$ cat config.mk
export PLATFORM = sky130hd
export DESIGN_NAME = halflife_decay_ctrl
export DESIGN_NICKNAME = d
export VERILOG_FILES = /design/src/rtl/halflife_decay_ctrl.sv
export SDC_FILE = /design/constraint.sdc
export NUM_CORES = 1
export LEC_CHECK = 0
export CAP_MARGIN = 20
export CORE_ASPECT_RATIO = 1.2
export CORE_UTILIZATION = 40
export DETAILED_ROUTE_END_ITERATION = 10
export GPL_TIMING_DRIVEN = 0
export PLACE_DENSITY = 0.67
export SYNTH_ARGS = -nofsm -noshare
export SYNTH_HDL_FRONTEND = slang
export SYNTH_SLANG_ARGS = --single-unit
$ cat constraint.sdc
create_clock -name clk -period 4.5 [get_ports clk]
set_input_delay 0.45 -clock clk [delete_from_list [all_inputs] [get_ports clk]]
set_output_delay 0.45 -clock clk [all_outputs]
set_load 0.02 [all_outputs]
$ cat src/rtl/halflife_decay_ctrl.sv
// Halving-decay command initiator for an n-bit up/down/load counter.
// Define HALFLIFE_ROUND_EN to round each halving target half up instead of flooring it.
module halflife_decay_ctrl #(
  parameter int N  = 4,
  parameter int PW = 8,
  parameter int HW = 4
) (
  input  logic          clk,
  input  logic          rst,
  input  logic          start,
  input  logic [N-1:0]  preset,
  input  logic [PW-1:0] period,
  input  logic [N-1:0]  cnt_in,
  output logic          load,
  output logic [N-1:0]  ld_val,
  output logic          down,
  output logic          busy,
  output logic          done,
  output logic [HW-1:0] halvings
);

  typedef enum logic [2:0] {
    IDLE,
    LOAD,
    SETTLE_L,
    PERIOD,
    DOWN,
    SETTLE_D,
    DONE
  } state_t;

  state_t        state;
  logic [PW-1:0] period_r;
  logic [PW-1:0] timer;
  logic [N-1:0]  target;
  logic [N-1:0]  half_cnt;

`ifdef HALFLIFE_ROUND_EN
  // Sum is formed one bit wider so the maximum count cannot wrap before the shift.
  always_comb begin
    half_cnt = N'(({1'b0, cnt_in} + (N+1)'(1)) >> 1);
    if (cnt_in == N'(1)) half_cnt = '0;
  end
`else
  always_comb begin
    half_cnt = cnt_in >> 1;
  end
`endif

  always_ff @(posedge clk) begin
    if (rst) begin
      state    <= IDLE;
      load     <= 1'b0;
      ld_val   <= '0;
      down     <= 1'b0;
      busy     <= 1'b0;
      done     <= 1'b0;
      halvings <= '0;
      timer    <= '0;
      target   <= '0;
      period_r <= '0;
    end else begin
      // Strobes are single-cycle; each state re-asserts them only on its transition.
      load <= 1'b0;
      down <= 1'b0;
      case (state)
        IDLE, DONE: begin
          if (start) begin
            ld_val   <= preset;
            period_r <= (period == '0) ? PW'(1) : period;
            halvings <= '0;
            busy     <= 1'b1;
            done     <= 1'b0;
            load     <= 1'b1;
            state    <= LOAD;
          end
        end
        LOAD: begin
          ld_val <= '0;
          state  <= SETTLE_L;
        end
        SETTLE_L: begin
          if (cnt_in == '0) begin
            busy  <= 1'b0;
            done  <= 1'b1;
            state <= DONE;
          end else begin
            timer <= '0;
            state <= PERIOD;
          end
        end
        PERIOD: begin
          if (timer == period_r - PW'(1)) begin
            target <= half_cnt;
            state  <= DOWN;
          end else begin
            timer <= timer + PW'(1);
          end
        end
        DOWN: begin
          if (cnt_in > target) begin
            down  <= 1'b1;
            state <= SETTLE_D;
          end else begin
            if (halvings != '1) halvings <= halvings + HW'(1);
            if (target == '0) begin
              busy  <= 1'b0;
              done  <= 1'b1;
              state <= DONE;
            end else begin
              timer <= '0;
              state <= PERIOD;
            end
          end
        end
        SETTLE_D: begin
          state <= DOWN;
        end
        default: begin
          state <= IDLE;
        end
      endcase
    end
  end

endmodule
# [After elaboration in Yosys (flattened, before gate mapping)]
# Cells that the tools add are included.
# Widths: inputs -> output; s select.
[word_totals] regBits=34 output_inout_bits=12 wordCells=81
[classes] addsub=3 n_lt_le_gt_ge=1 n_eq_ne=17 mux=30 bitwise_logic=2 reduce_logical=18
[op_table] cell="$mux 8" n=5
[op_table] cell="$pmux 8 s3" n=1
[op_table] cell="$ne 2x2->1 const B" n=9
[op_table] cell="$pmux 3 s6" n=1
[op_table] cell="$mux 4" n=4
[op_table] cell="$pmux 4 s2" n=2
[op_table] cell="$mux 3" n=5
[op_table] cell="$mux 1" n=10
[op_table] cell="$reduce_and 5->1" n=2
[op_table] cell="$eq 3x3->1 const B" n=3
[op_table] cell="$add 8x1->8 const B" n=1
[op_table] cell="$eq 8x8->1" n=1
[op_table] cell="$logic_not 4->1" n=2
[op_table] cell="$logic_not 8->1" n=1
[op_table] cell="$reduce_and 2->1" n=4
[op_table] cell="$sub 8x1->8 const B" n=1
[op_table] cell="$eq 3x2->1 const B" n=2
[op_table] cell="$pmux 1 s3" n=2
[op_table] cell="$reduce_bool 3->1" n=2
[op_table] cell="$reduce_or 2->1" n=3
[op_table] cell="$add 4x1->4 const B" n=1
[op_table] cell="$gt 4x3->1" n=1
[op_table] cell="$ne 4x4->1 const B" n=1
[op_table] cell="$reduce_and 4->1" n=1
[op_table] cell="4 further kinds" n=6

# [Logic depth before layout (Yosys ltp)]
[depth] word_depth=4 mapped_depth=9

# [Worst setup path after synthesis]
# Ideal clock, no wire load.
[synth_path] kind="input-to-reg" start="in cnt_in[0]" end="reg timer[7]" setup_time_ns=0.071 arrival_time_ns=2.185 t_required_ns=4.429 path_slack_ns=2.244 path_stages=8 path_buffers=0 cell_sequence="inv_1 ha_1 and3_1 a211oi_1 nor4_2 nor2_4 or4_2 a21oi_1"
[synth_via] elab_chain_len=3
[synth_lines] element="start: declaration" line_no="13" rtl="input logic [N-1:0] cnt_in,"
[synth_lines] element="$gt 4x3->1 / $logic_not 4->1 (equally long branches)" line_no="101, 83"
[synth_lines] element="$ne 2x2->1 (no source line)"
[synth_lines] element="$reduce_and 5->1 (no source line) (*)"
[synth_lines] element="end signal: assignment" line_no="97" rtl="timer <= timer + PW'(1);"
[synth_lines] element="end: declaration" line_no="34" rtl="logic [PW-1:0] timer;"
# Every way passes the cells marked *; elsewhere a longest branch is shown, timed or not.
# A chain may end at the register's enable or synchronous reset.

# [Worst setup path in the final report]
# Same ends and word-level chain as after synthesis.

==> results.cfg <==
[clock_tree]
worstSkewPairLatency_ps = 290
path_clk_slew_ps = 80
ctsResizeCount = 0
clock_sinks = 34
cts_tree = yes
cts_buffers = 5
cts_setup_buffers = 0
htreeDepth = 2
clockBufferDepth = 2
cts_root_buf = clkbuf_8
cts_hold_buffers = 0

[placed_design]
placed_cells = 328
io_buffer_count = 29
hpwl_mm = 3.431
gp_congestion = 0.9086
dp_slack_ps = 1484

[layout]
layout.cells.non_filler = 336
syn2layout_area_growth_pct = 24.80
layout-drive-gt1-share = 0.1196
nNetsFinal = 300
n_antenna_cell = 0
fillers = 487

[sta]
setup_viol = 0
max_slew.worst_pin.slew_ps = 791.9
tns_ps = 0
hold_viol_final = 0
clock_skew_ps = 7.393
slew_headroom = 0.4672
rsz0062_at_grt = false
fmax_mhz = 368.5
setup_ws_ps = 1786
maxSlewViolCount = 0
fin_crit_ps = 2714
min_period_over_period = 0.6031

[pwr]
total_power_w = 0.0009532
p_per_area_mw_per_mm2 = 376.6
max-vdd-ir-drop_v = 0.0002062
power_leakage_nw = 0.9221

[detailed_routing]
first_pass_iters = 4
ant_nets = 0
vias_per_cell = 5.408
met1_length_mm = 2.158
drc = 0
detail_route.wl_per_cell_um = 13.48
top_layer = met4
met2_length_mm = 2.148
wl_mm = 4.529
drt-initial-drc-count = 64
wl_met3_um = 172
via_count = 1817

[worst_setup_path]
path_cells = clkdlybuf4s50_1 -> inv_1 -> ha_1 -> and3_1 -> a211oi_1 -> nor4_2 -> nor2_4 -> or4_2 -> a21oi_1
r2r_end = timer[2]
cp_slowest_stage_delay_ps = 620
crit_path_max_fanout = 10
ff2ff_path_depth = 9
critical_path_class = in2reg
crit_end = timer[7]
cp-start-kind = primary input
cp.arrival_ps = 2940
critPathSlowestCell = or4_2
ff2ff_setup_slack_ps = 2030
crit_start = cnt_in[0]
timing.rr.start = period_r[0]
crit_path_end_kind = flip-flop
required_ps = 4720

[logic_synthesis]
ys.flop_type = dfxtp_1
synth_nets = 264
synth-seq-cells = 34
yosysSeqAreaShare = 0.3356
async_flop_share = 0
netlist_area_mm2 = 0.002028
ys.warnings.count = 0
synth_edf_count = 0
syn-instance-count = 239
ys_types = 55
syn_area_per_cell_um2 = 8.486

[global_route]
antenna_found_initial = 0
grt_max_degree = 13
grt_pass1_wl_mm = 7.907
grt_use_total = 0.1915
grt.overflow.total = 0
grt_pass1_vias = 1752

[floorplanning]
io_pins = 31
chipHeight_um = 80.01
fp.dieW_um = 67.01
dieArea_mm2 = 0.005361
rows = 28
core_region_area_mm2 = 0.004905
start_util = 0.4135

[run]
cap_violations = 0

[worst_hold_path]
hold_path_class = in2reg

[status]
status = finished, final reports clean
-- power by group --
group | leakage, nW | internal [W] | switching [W]
clock | 0.0683 | 0.000222 | 0.000123
combinational | 0.577 | 0.000117 | 0.000146
sequential | 0.277 | 0.000323 | 0.0000229
total | 0.922 | 0.000662 | 0.000291
-- per-layer routing --
metal  up-vias  global-route usage
li1        944                   -
met1       832              0.2450
met2        35              0.3130
met3         6             0.04857
met4         0             0.05106
met5         -                   0
-- state kept, by name, summed over array words and instances, names as in the netlist, 3 cells and up --
signal / count
period_r: 8
state: 3
target: 3
timer: 8
halvings: 4
ld_val: 4
-- final cells by class --
cell class | count | area [µm²] | share of cell area
Buffer | 12 | 91.34 | 0.03608
Clock buffer | 5 | 68.82 | 0.02719
Clock inverter | 3 | 68.82 | 0.02719
Inverter | 7 | 26.28 | 0.01038
Multi-Input combinational cell | 186 | 1230 | 0.4859
Sequential cell | 34 | 680.7 | 0.2689
Tap cell | 60 | 75.07 | 0.02966
Timing Repair Buffer | 29 | 290.3 | 0.1147
-- synthesized netlist by cell type (3+ instances only) --
cell	count	share of area
a211oi_1	3	0.011
a21oi_1	26	0.064
and3_1	3	0.0093
clkbuf_1	7	0.013
dfxtp_1	34	0.34
ha_1	6	0.037
inv_1	7	0.013
mux2i_1	5	0.025
nand2_1	30	0.056
nand3_1	6	0.015
nor2_1	16	0.030
nor2b_1	4	0.012
nor3_1	7	0.017
nor3b_1	4	0.015
nor4_1	6	0.019
o21ai_0	6	0.015
o21ai_1	4	0.0099
o31ai_1	4	0.015
or3_1	3	0.0093
or4_1	4	0.015
xnor2_1	4	0.017
xor2_1	8	0.035
-- worst max-delay path, delay by kind of cell --
family	cells	cell delay, ps
compound gates	2	230
fa+ha+maj	1	260
buf+inv	2	550
simple gates	4	1440
-- per-stage QoR --
step,hold slack [ps],area (µm²),utilization
floorplan,447.8,2028,-
global placement,441.0,2394,0.4880
detailed placement,448.9,2394,0.4880
CTS,378.5,2531,0.5161
global route,391.3,2531,0.5161
finish,383.6,2531,0.5161
-- worst min path at each step --
stage	from	end	slack [ps]	cells after the start
2_1_floorplan	period_r[7]	period_r[7]	450	2
3_3_place_gp	ld_val[3]	ld_val[3]	440	2
3_5_place_dp	ld_val[3]	ld_val[3]	450	2
4_1_cts	rst	halvings[2]	380	2
5_1_grt	rst	halvings[2]	390	2
6_report	rst	halvings[2]	380	2
-- placed cells by master (no fill, tap or decap), types with 3 or more instances in the layout --
cell type / netlist / routed
a211oi_1: 3 / 3
a21oi_1: 26 / 26
and3_1: 3 / 3
clkbuf_1: 7 / 7
clkbuf_8: 2 / 7
clkdlybuf4s50_1: 0 / 29
dfxtp_1: 34 / 34
ha_1: 6 / 6
inv_1: 7 / 7
mux2i_1: 5 / 5
nand2_1: 30 / 30
nand3_1: 6 / 6
nor2_1: 16 / 16
nor2b_1: 4 / 4
nor3_1: 7 / 7
nor3b_1: 4 / 4
nor4_1: 6 / 6
o21ai_0: 6 / 6
o21ai_1: 4 / 4
o31ai_1: 4 / 4
or3_1: 3 / 3
or4_1: 4 / 4
xnor2_1: 4 / 4
xor2_1: 8 / 8
-- logic make-up (layout without fill, tap and decap cells) --
logic type                 count (synthesis)  after routing  synth area share
AOI/OAI and AO/OA                         56             56            0.1746
xor gates and xnor gates                  12             12           0.05182
adders and majority gates                  6              6           0.03701
buffers and inverters                     19             56           0.05799
DFF                                       34             34            0.3356
muxes                                      5              5           0.02468
and+or+nand+nor                          107            107            0.3183
(Power assumes the default switching activity.)
